$ cat config.mk
export PLATFORM = sky130hd
export DESIGN_NAME = focus_peak_track
export DESIGN_NICKNAME = d
export VERILOG_FILES = /design/src/rtl/focus_peak_track.sv
export SDC_FILE = /design/constraint.sdc
export NUM_CORES = 1
export LEC_CHECK = 0
export ABC_AREA = 1
export BUFFER_PORTS_ARGS = -buffer_cell sky130_fd_sc_hd__buf_2
export CAP_MARGIN = 20
export CELL_PAD_IN_SITES_DETAIL_PLACEMENT = 1
export CELL_PAD_IN_SITES_GLOBAL_PLACEMENT = 1
export CORE_MARGIN = 4
export CORE_UTILIZATION = 49
export DETAILED_ROUTE_END_ITERATION = 10
export PLACE_DENSITY = 0.84
export SYNTH_ARGS = -nofsm -noshare
export SYNTH_HDL_FRONTEND = slang
export SYNTH_SLANG_ARGS = --single-unit
$ cat constraint.sdc
create_clock -name clk -period 5.75 [get_ports clk]
set_input_delay 0.2875 -clock clk [delete_from_list [all_inputs] [get_ports clk]]
set_output_delay 0.2875 -clock clk [all_outputs]
set_load 0.01 [all_outputs]
$ cat src/rtl/focus_peak_track.sv
// Focus sharpness history buffer and autofocus-sweep peak detector.
// Optional macro FOCUS_PEAK_DELTA_EN adds the delta/delta_valid sample-difference outputs.
module focus_peak_track #(
  parameter int AW   = 4,
  parameter int FN_W = 16
) (
  input  logic            clk,
  input  logic            rst,
  input  logic            en,
  input  logic [31:0]     hifreq,
  input  logic            hifreq_stb,
  input  logic            arm,
  input  logic [2:0]      drop_shift,
  input  logic            rd_en,
  input  logic [AW-1:0]   rd_addr,
  output logic [31:0]     rd_data,
  output logic            rd_valid,
  output logic [AW:0]     count,
  output logic [FN_W-1:0] frame_num,
  output logic [31:0]     peak_val,
  output logic [FN_W-1:0] peak_frame,
  output logic            busy,
  output logic            peak_passed,
  output logic            done
`ifdef FOCUS_PEAK_DELTA_EN
  ,
  output logic [32:0]     delta,
  output logic            delta_valid
`endif
);

  localparam int DEPTH = 1 << AW;
  localparam logic [AW:0] DEPTH_C = {1'b1, {AW{1'b0}}};

  typedef enum logic [1:0] {
    S_IDLE   = 2'd0,
    S_ARMED  = 2'd1,
    S_RISING = 2'd2,
    S_PASSED = 2'd3
  } state_t;

  state_t          state_r, state_nxt_s;
  logic [31:0]     mem_r [0:DEPTH-1];
  logic [AW-1:0]   wp_r;
  logic [AW-1:0]   phys_s;
  logic [AW:0]     count_r;
  logic [FN_W-1:0] frame_num_r;
  logic [31:0]     rd_data_r;
  logic            rd_valid_r;
  logic [31:0]     peak_val_r, peak_val_nxt_s;
  logic [FN_W-1:0] peak_frame_r, peak_frame_nxt_s;
  logic            passed_r, passed_nxt_s;
  logic            done_r, done_nxt_s;
  logic            busy_r;
  logic            acc_s;
  logic [31:0]     thresh_s;
  logic            drop_s;

  assign acc_s    = hifreq_stb && en;
  // Newest entry sits one behind the write pointer.
  assign phys_s   = wp_r - {{(AW-1){1'b0}}, 1'b1} - rd_addr;
  assign thresh_s = peak_val_r - (peak_val_r >> drop_shift);
  assign drop_s   = (drop_shift != 3'd0) && (hifreq < thresh_s);

  // History RAM write port, not cleared by reset
  always_ff @(posedge clk) begin
    if (acc_s && !rst) begin
      mem_r[wp_r] <= hifreq;
    end
  end

  // Write pointer, fill count, frame counter and registered readout
  always_ff @(posedge clk) begin
    if (rst) begin
      wp_r        <= {AW{1'b0}};
      count_r     <= {(AW+1){1'b0}};
      frame_num_r <= {FN_W{1'b0}};
      rd_data_r   <= 32'd0;
      rd_valid_r  <= 1'b0;
    end else begin
      rd_valid_r <= rd_en;
      if (rd_en) begin
        rd_data_r <= ({1'b0, rd_addr} < count_r) ? mem_r[phys_s] : 32'd0;
      end
      if (acc_s) begin
        wp_r        <= wp_r + {{(AW-1){1'b0}}, 1'b1};
        frame_num_r <= frame_num_r + {{(FN_W-1){1'b0}}, 1'b1};
        if (count_r != DEPTH_C) begin
          count_r <= count_r + {{AW{1'b0}}, 1'b1};
        end
      end
    end
  end

  // FSM state register and registered sweep outputs
  always_ff @(posedge clk) begin
    if (rst) begin
      state_r      <= S_IDLE;
      peak_val_r   <= 32'd0;
      peak_frame_r <= {FN_W{1'b0}};
      passed_r     <= 1'b0;
      done_r       <= 1'b0;
      busy_r       <= 1'b0;
    end else begin
      state_r      <= state_nxt_s;
      peak_val_r   <= peak_val_nxt_s;
      peak_frame_r <= peak_frame_nxt_s;
      passed_r     <= passed_nxt_s;
      done_r       <= done_nxt_s;
      busy_r       <= (state_nxt_s == S_ARMED) || (state_nxt_s == S_RISING);
    end
  end

  // FSM next-state logic; arm restarts from any state
  always_comb begin
    state_nxt_s = state_r;
    if (arm) begin
      state_nxt_s = acc_s ? S_RISING : S_ARMED;
    end else begin
      case (state_r)
        S_ARMED: begin
          if (acc_s) state_nxt_s = S_RISING;
          else       state_nxt_s = S_ARMED;
        end
        S_RISING: begin
          if (acc_s && drop_s) state_nxt_s = S_PASSED;
          else                 state_nxt_s = S_RISING;
        end
        S_IDLE:   state_nxt_s = S_IDLE;
        S_PASSED: state_nxt_s = S_PASSED;
        default:  state_nxt_s = S_IDLE;
      endcase
    end
  end

  // Peak tracking, pass flag and done pulse; equal samples keep the earliest frame
  always_comb begin
    peak_val_nxt_s   = peak_val_r;
    peak_frame_nxt_s = peak_frame_r;
    passed_nxt_s     = passed_r;
    done_nxt_s       = 1'b0;
    if (arm) begin
      passed_nxt_s = 1'b0;
      if (acc_s) begin
        peak_val_nxt_s   = hifreq;
        peak_frame_nxt_s = frame_num_r;
      end else begin
        peak_val_nxt_s   = 32'd0;
        peak_frame_nxt_s = {FN_W{1'b0}};
      end
    end else begin
      case (state_r)
        S_ARMED: begin
          if (acc_s) begin
            peak_val_nxt_s   = hifreq;
            peak_frame_nxt_s = frame_num_r;
          end else begin
            peak_val_nxt_s   = peak_val_r;
            peak_frame_nxt_s = peak_frame_r;
          end
        end
        S_RISING: begin
          if (acc_s && (hifreq > peak_val_r)) begin
            peak_val_nxt_s   = hifreq;
            peak_frame_nxt_s = frame_num_r;
          end else if (acc_s && drop_s) begin
            passed_nxt_s = 1'b1;
            done_nxt_s   = 1'b1;
          end else begin
            done_nxt_s = 1'b0;
          end
        end
        default: begin
          done_nxt_s = 1'b0;
        end
      endcase
    end
  end

`ifdef FOCUS_PEAK_DELTA_EN
  logic [31:0] prev_r;
  logic [32:0] delta_r;
  logic        delta_valid_r;

  // Difference between consecutive accepted samples
  always_ff @(posedge clk) begin
    if (rst) begin
      prev_r        <= 32'd0;
      delta_r       <= 33'd0;
      delta_valid_r <= 1'b0;
    end else if (acc_s) begin
      prev_r <= hifreq;
      if (count_r != {(AW+1){1'b0}}) begin
        delta_r       <= {1'b0, hifreq} - {1'b0, prev_r};
        delta_valid_r <= 1'b1;
      end else begin
        delta_r       <= 33'd0;
        delta_valid_r <= 1'b0;
      end
    end
  end

  assign delta       = delta_r;
  assign delta_valid = delta_valid_r;
`endif

  assign rd_data     = rd_data_r;
  assign rd_valid    = rd_valid_r;
  assign count       = count_r;
  assign frame_num   = frame_num_r;
  assign peak_val    = peak_val_r;
  assign peak_frame  = peak_frame_r;
  assign busy        = busy_r;
  assign peak_passed = passed_r;
  assign done        = done_r;

endmodule

# Word-level counts from Yosys, hierarchy flattened
# Memory sizes are Yosys's and may differ from the RTL's.
# Index checks and enable logic that the tools add are counted.
# totals
n_memories	1
register_bits	111
elab_cells	65
ramBits	512
# memory_table
memory	depth	width	rd	rd_clocked_by_memory_dff	write_ports	line_no	text
mem_r	16	32	1	0	1	43	logic [31:0] mem_r [0:DEPTH-1];
# classes
n_shift	1
n_reduce_logical	15
mux	18
order_cmp	3
n_bitwise	2
eq_ne	8
add_sub_neg	6
# op_table
cell	count
32-bit 2-to-1 mux	5
16-bit 2-to-1 mux	4
32-bit one-hot mux with 2 select lines	1
32-bit greater-than comparator	1
32-bit less-than comparator	1
16-bit one-hot mux with 2 select lines	1
32-bit by 3-bit >> shifter with 32-bit output	1
32-bit subtractor	1
16-bit by 1-bit adder with 16-bit output, second input constant	1
2-bit one-hot mux with 4 select lines	1
2-bit == test, second input constant	3
3-bit != test, second input constant	2
3-bit AND reduction	2
3-bit nonzero test	2
5-bit by 1-bit adder with 5-bit output, second input constant	1
1-bit logical AND	5
4-bit by 5-bit less-than comparator with 1-bit output	1
5-bit != test, second input constant	1
4-bit by 1-bit adder with 4-bit output, second input constant	1
2-bit by 1-bit == test with 1-bit output, second input constant	2
1-bit 2-to-1 mux	4
2-bit 2-to-1 mux	2
4-bit OR reduction	1
4-bit by 1-bit subtractor with 4-bit output, second input constant	1
7 further kinds	8

# Longest topological paths before layout
# Gate-level depths: netlist of run 1.
# logic_depth
depth_word	10
ltp_mapped	32
mapped_depth_nobuf	31

# Least setup slack after synthesis of run 1
# OpenSTA, ideal clock, no wires.
# synth_path
path_kind	input-to-reg
from	input port drop_shift[0]
to	register busy_r, in the netlist busy
t_required_ps	5637
path_stages	29
n_path_buf	2
arrival_time_ps	3994
slack_ps	1643
setup_time_ps	113
path_cell_list	clkbuf_1 clkbuf_1 o21ai_0 nand2_1 o21ai_0 a211oi_1 ha_1 inv_1 fa_1 nand3_1 nand3_1 nand3_1 nand2_1 nand2_1 nand3_1 a21boi_0 o21ai_0 xnor2_1 ha_1 nand2_1 nor2_1 nor3_1 nand2_1 a21oi_1 nand4_1 nand2_1 nand2_1 nand3_1 nand2_1
# synth_via
elab_chain_len	10
# synth_rtl
element	line_no	text
from (decl)	13	input logic [2:0] drop_shift,
32-bit by 3-bit >> shifter with 32-bit output	62	assign thresh_s = peak_val_r - (peak_val_r >> drop_shift);
32-bit subtractor	62	
32-bit less-than comparator	63	assign drop_s = (drop_shift != 3'd0) && (hifreq < thresh_s);
1-bit logical AND *	63	
1-bit logical AND *	126	if (acc_s && drop_s) state_nxt_s = S_PASSED;
1-bit 2-to-1 mux *	126	
2-bit one-hot mux with 4 select lines *	120	case (state_r)
2-bit 2-to-1 mux *	117	if (arm) begin
2-bit by 1-bit == test with 1-bit output / 2-bit == test (equally long branches)	110	busy_r <= (state_nxt_s == S_ARMED) || (state_nxt_s == S_RISING);
1-bit logical OR *	110	
to (signal assigned)	110	
to (decl)	54	logic busy_r;
# Every way passes the cells marked *; elsewhere a longest branch is shown, timed or not.
# A chain may end at the register's enable or synchronous reset.

# Worst setup path in the final report of run 1
# layout_path
from	register peak_val_r[2], in the netlist peak_val[2]
to	register busy_r, in the netlist busy
# layout_via
elab_chain_len	10
# layout_rtl
element	line_no	text
from (decl)	50	logic [31:0] peak_val_r, peak_val_nxt_s;
from (signal assigned)	106	peak_val_r <= peak_val_nxt_s;
32-bit by 3-bit >> shifter with 32-bit output	62	
32-bit subtractor *	62	
32-bit less-than comparator *	63	
1-bit logical AND *	63	
1-bit logical AND *	126	
1-bit 2-to-1 mux *	126	
2-bit one-hot mux with 4 select lines *	120	
2-bit 2-to-1 mux *	117	
2-bit by 1-bit == test with 1-bit output / 2-bit == test (equally long branches)	110	
1-bit logical OR *	110	
# Marked as above.

==> summary.txt, run 1 <==
outcome - finished, final reports clean
GRT overflow - 0
CP dominant cell by count - nand2_1
Pre-antenna DRT Iters - 5
Final Core Density - 0.5617
Layout Skew - 25.43 ps
Post-Layout Cell Count - 3686
Synth area leader - edfxtp_1
Crit. End Element - flip-flop
WS Path Type - flip-flop to flip-flop
Top Family by Delay on Critical Path - simple AND/OR/NAND/NOR gates
Crit path largest cell delay - 440 ps
Routed Antenna Nets - 0
syn avg cell area - 10.45 µm²
hold_sp - rst
fraction of registers with async set/reset - 0
maximum vdd drop - 0.2166 mV
Inst Count DP - 3562
worst r2r path cells - 28
Iter 0 DRT Violations - 2138
Top FF cell, synth - edfxtp_1
Post-CTS Setup Inserts - 0
H-tree Lvls - 3
WHS Path Cells - 2
CP Max Fanout - 4
RR Endpoint - busy$_SDFF_PP0_
Final TNS setup - 0 ps
PortBufs - 149
pin count of the biggest net entering global routing - 163
f_max - 187.5 MHz
top-area cell type share of the netlist area - 0.5292
CTS resizes - 0
Initial Utilization - 0.4988
Max Slew Vio Count - 0
Worst Hold Endpoint - rd_valid$_SDFF_PP0_
IO Pins - 150
Max-Cap Viols - 0
clock-pin slew on the worst setup and hold paths - 60 ps
worst min-delay path class - primary input to flip-flop
top cells by area, synth - edfxtp_1, dfxtp_1, nand2_1
nets - 3021
CTS Hold Bufs - 0
RSZ-0062 raised after global routing - no
slowest cell on the critical path - dfxtp_1
Die H - 251.5 µm
Total GRT Usage - 0.3041
Synth Instances - 2779
final critical-path required period - 5334 ps
vias in the first global route - 24610
critical path launch point type - flip-flop
vias per cell - 6.260
Finished Cell Area - 32720 µm²
max_slew headroom - 0.2705
worst reg-to-reg setup slack - 420 ps
CP arrival - 5870 ps
count leader, synth - nand2_1
CTS tree - yes
final number of setup-violating endpoints - 0
Worst-Skew Late Latency - 610 ps
area growth from synthesis to layout - 12.60%
DR vias - 23080
Hold Vio Cnt, Final - 0
# DRC - 0
Ys Warns - 0
Cell variety after synth - 51
WL/cell - 26.77 µm
Clock Path Buffers - 3
top cells by count, synth - nand2_1, edfxtp_1, a21oi_1, nor2_1, inv_1
r2r startpoint - peak_val[2]$_SDFFE_PP0P_
Mapped Area - 29050 µm²
Die Span X - 251.5 µm
Routed WL - 98670 µm
TritonCTS Buffers - 67
Area after DPL - 30510 µm²
#FFs+latches synth - 623
Synth Net Count - 2933
pwr/cell area - 346.2 nW/µm²
cell row count - 88
DP HPWL - 58600 µm
die footprint - 63250 µm²
register area share after synthesis - 0.6057
Final Cycle Share - 0.9276
antenna violations before repair - 4
CP Buf/Inv Count - 2
first-pass GRT wire length - 148400 µm
Sink Count - 623
leak pwr - 12.16 nW
Core Box Area - 58250 µm²
Worst-Margin Slew - 1094 ps
gpl congestion - 0.9637
Worst Path Required - 6290 ps
Post-synth EDFFs - 512
share of post-route cells with drive strength above 1 - 0.1092
Root Driver - clkbuf_16
registers in the layout, indices dropped and copies added, names as in the netlist:
| register | flops |
|---|---|
| done | 1 |
| peak_val | 32 |
| peak_passed | 1 |
| state_r | 2 |
| count | 5 |
| rd_valid | 1 |
| frame_num | 16 |
| peak_frame | 16 |
| rd_data | 32 |
| wp_r | 4 |
| busy | 1 |
| mem_r | 512 |
layout by cell type (no fill, tap or decap), drive strengths merged, types with 6 or more instances in the layout:
master  synthesis  routed
edfxtp        512     512
clkinv          2      16
nor2          160     160
nand4          12      12
xor2           14      14
xnor2          16      16
nand3b         32      32
nand2         579     579
o21a            7       7
nor3           56      56
inv           155     156
buf            89     188
nor4            6       6
nand3         108     108
o21bai         10      10
o21ai         151     151
a221o          62      62
a21oi         371     371
a21boi         35      35
dfxtp         111     111
ha            107     107
clkbuf         80     103
a221oi         64      64
a31oi           8       8
stage by stage:
stage	total power [W]	setup slack, ps	hold WS, ps
2_1_floorplan	0.006337	1643	386.4
3_3_place_gp	0.006898	519.6	477.2
3_5_place_dp	0.007006	295.3	489.6
4_1_cts	0.01133	550.1	80.83
5_1_grt	0.01175	8.821	130.5
6_report	0.01132	416.3	104.7
per-layer routing:
layer / track usage / part of all wire
met1: 0.3881 / 0.39
met2: 0.5340 / 0.50
met3: 0.03835 / 0.069
met4: 0.1138 / 0.038
met5: 0 / 0
worst max-delay path by stage:
stage          slack (ps)               to                startpoint  cells after the start
2_1_floorplan        1640  busy$_SDFF_PP0_             drop_shift[0]                     29
3_3_place_gp          520  busy$_SDFF_PP0_             drop_shift[1]                     23
3_5_place_dp          300  busy$_SDFF_PP0_             drop_shift[1]                     23
4_1_cts               550  busy$_SDFF_PP0_  peak_val[2]$_SDFFE_PP0P_                     28
5_1_grt                 9  busy$_SDFF_PP0_  peak_val[4]$_SDFFE_PP0P_                     28
6_report              420  busy$_SDFF_PP0_  peak_val[2]$_SDFFE_PP0P_                     28
cell families after synthesis:
kind of cell	synth area share
AO/OA/AOI/OAI	0.1521
AND/OR/NAND/NOR	0.1372
buffers and inverters	0.04629
XOR/XNOR	0.009948
flip-flops	0.6057
multiplexers	0.001378
adder cells (fa/ha/maj)	0.04746
final cells by class:
class                   instances  area [µm²]
fillers                      6246       25530
flip-flops and latches        623       17600
multi-input cells            1830       10280
clock buffers                 103        1958
repair buffers                188        1096
well taps                     765       957.2
inverters                     157       598.1
clock inverters                19       221.5
diodes                          1       2.502
power by group:
group	switching, W	internal, W	leakage (nW)
Combinational	0.00136	0.000629	5.58
Sequential	0.0000546	0.00494	5.52
Clock	0.00184	0.00250	1.06
Total	0.00326	0.00807	12.2
Note: power is estimated with default switching activity, not from simulation.
==> run 2, diff against run 1 <==
- CORE_ASPECT_RATIO: default -> 0.6
- RECOVER_POWER: default -> 100
==> run 2 against run 1 <==
  * The flow now finishes with violations (max-capacitance violations, max-slew violations)
  * Global-route usage decreased by 0.24 points
  * Cell count decreased by 0.35%
  * First-iteration DRC count increased by 16%
  * Core utilization decreased by 1.1 points
  * Routed wire length decreased by 1.4%
  * Critical path type unchanged
  * Highest routed layer unchanged
==> summary.txt, run 2 (same netlist as run 1, synthesis figures left out) <==
outcome - complete, but fails checks
violations in the final reports - max-capacitance violations, max-slew violations
CP arrival - 6120 ps
vias in the first global route - 23740
cell row count - 68
Layout Skew - 19.87 ps
RR Endpoint - state_r[0]$_SDFF_PP0_
final critical-path required period - 5581 ps
TritonCTS Buffers - 56
Worst Path Required - 6290 ps
WS Path Type - flip-flop to flip-flop
f_max - 179.2 MHz
Sink Count - 623
DR vias - 23030
Crit. End Element - flip-flop
DP HPWL - 60730 µm
share of post-route cells with drive strength above 1 - 0.04788
P_sw - 0.003128 W
hold_sp - arm
max_slew headroom - -1.633
CP Max Fanout - 4
CTS tree - yes
Top Family by Delay on Critical Path - compound AO/OA/AOI/OAI gates
commonest cells after routing, fill and taps aside - nand2_1, edfxtp_1, a21oi_1
vias per cell - 6.270
r2r startpoint - peak_val[15]$_SDFFE_PP0P_
Worst-Margin Slew - 3949 ps
maximum vdd drop - 0.2043 mV
switching share of total power - 0.2901
Iter 0 DRT Violations - 2490
Reg with most FFs - mem_r
Initial Utilization - 0.5000
Area after DPL - 30490 µm²
Die H - 196.6 µm
Worst Hold Endpoint - peak_passed$_SDFFE_PP0P_
CP dominant cell by count - nand2_1
Crit path largest cell delay - 660 ps
pin count of the biggest net entering global routing - 154
Max Slew Vio Count - 741
fillers - 6321
die footprint - 63380 µm²
critical path, cell by cell - inv_1 > o21ai_0 > o21ai_0 > nand2_1 > o21ai_0 > ha_1 > nand2_1 > nand2_1 > a31oi_1 > nand3_1 > a21boi_1 > o21ai_0 > xnor2_1 > ha_1 > nand2_1 > nor2_1 > nor3_1 > nand2_1 > a21oi_1 > nand4_1 > nand2_1 > nand2_1 > a21oi_1
Seq pwr share - 0.463
worst r2r path cells - 23
clock share of power - 0.353
Cell Int Power - 0.007654 W
worst reg-to-reg setup slack - 170 ps
worst min-delay path class - primary input to flip-flop
nets - 3009
Gate power share - 0.184
Die Span X - 322.4 µm
PnR worst setup slack - 168.5 ps
critical path launch point type - flip-flop
area growth from synthesis to layout - 10.23%
Pre-antenna DRT Iters - 5
leak pwr - 11.40 nW
H-tree Lvls - 2
PortBufs - 149
antenna violations before repair - 0
Worst-Skew Late Latency - 640 ps
Total GRT Usage - 0.3017
leading cell type in the layout, fill and taps excluded - nand2_1
GRT overflow - 0
Largest register FFs - 512
Routed Antenna Nets - 0
RSZ-0062 raised after global routing - no
Finished Cell Area - 32030 µm²
# DRC - 0
CP Buf/Inv Count - 1
# diodes - 0
Max-Cap Viols - 29
first-pass GRT wire length - 146000 µm
WL/cell - 26.47 µm
Hold Vio Cnt, Final - 0
Core Box Area - 58110 µm²
pre-CTS setup slack - 129.0 ps
Root Driver - clkbuf_16
Final TNS setup - 0 ps
pwr/cell area - 336.6 nW/µm²
clock-pin slew on the worst setup and hold paths - 70 ps
Final Cycle Share - 0.9707
Clock Path Buffers - 3
Post-CTS Setup Inserts - 0
IO Pins - 150
slowest cell on the critical path - o21ai_0
Final Core Density - 0.5511
gpl congestion - 0.9600
Routed WL - 97240 µm
WHS Path Cells - 4
final number of setup-violating endpoints - 0
-- run 2: cell count changes in the layout (fill, tap and decap cells not counted), moves of 5 or more --
cell       before  now
buf_2         149   11
buf_4          35   14
clkbuf_1       23  173
clkbuf_16      69   58
clkbuf_2        0    5
nor2_1        144  156
nor2_4         15    3
-- run 2: metal layers --
| metal | GRT usage | vias up | routed length [µm] |
|---|---|---|---|
| li1 | - | 10160 | - |
| met1 | 0.4298 | 11730 | 42320 |
| met2 | 0.4812 | 978 | 44840 |
| met3 | 0.05614 | 160 | 7872 |
| met4 | 0.07887 | 0 | 2203 |
| met5 | 0 | - | 0 |
-- run 2: worst max path at each step --
| stage | start | slack (ps) | endpoint | depth (start not counted) |
|---|---|---|---|---|
| 2_1_floorplan | drop_shift[0] | 1640 | busy$_SDFF_PP0_ | 29 |
| 3_3_place_gp | drop_shift[0] | 60 | busy$_SDFF_PP0_ | 25 |
| 3_5_place_dp | drop_shift[0] | 130 | state_r[0]$_SDFF_PP0_ | 25 |
| 4_1_cts | peak_val[15]$_SDFFE_PP0P_ | 360 | state_r[0]$_SDFF_PP0_ | 23 |
| 5_1_grt | peak_val[2]$_SDFFE_PP0P_ | 90 | state_r[0]$_SDFF_PP0_ | 26 |
| 6_report | peak_val[15]$_SDFFE_PP0P_ | 170 | state_r[0]$_SDFF_PP0_ | 23 |
-- run 2: worst register-to-register path: stages, from the launching register on --
cell,delay [ps]
dfxtp_1,470
inv_1,140
o21ai_0,660
o21ai_0,250
nand2_1,240
o21ai_0,140
ha_1,360
nand2_1,90
nand2_1,70
a31oi_1,240
nand3_1,260
a21boi_1,490
o21ai_0,260
xnor2_1,230
ha_1,260
nand2_1,110
nor2_1,60
nor3_1,160
nand2_1,100
a21oi_1,140
nand4_1,310
nand2_1,160
nand2_1,110
a21oi_1,190
-- run 2: layout make-up --
cell class / instances / area [µm²] / share of cell area
multi-input cells: 1830 / 10170 / 0.3177
clock buffers: 89 / 1678 / 0.05239
flip-flops and latches: 623 / 17600 / 0.5494
inverters: 157 / 601.8 / 0.01879
clock inverters: 17 / 165.2 / 0.005157
repair buffers: 187 / 847.1 / 0.02645
well taps: 770 / 963.4 / 0.03008
-- run 2: per-stage QoR --
step	hold WS, ps	power (W)	instances
6_report	96.29	0.01078	3673
5_1_grt	100.0	0.01120	3673
4_1_cts	66.71	0.01080	3671
2_1_floorplan	386.4	0.006337	2779
3_5_place_dp	513.1	0.007027	3565
3_3_place_gp	500.6	0.006898	3565
-- run 2: power groups by stage --
| stage | Combinational [W] | Clock [W] | Sequential [W] |
|---|---|---|---|
| after global routing | 0.00217 | 0.00404 | 0.00499 |
| after CTS | 0.00196 | 0.00385 | 0.00499 |
| after floorplan | 0.00125 | 0 | 0.00509 |
| final | 0.00198 | 0.00381 | 0.00499 |
| after global placement | 0.00182 | 0 | 0.00508 |
| after detailed placement | 0.00194 | 0 | 0.00508 |
-- run 2: repair_timing --
item,in CTS,in global routing
gates resized for setup,0,1
endpoints found under the setup margin,0,2
hold endpoints to repair,0,0
hold buffers,0,0
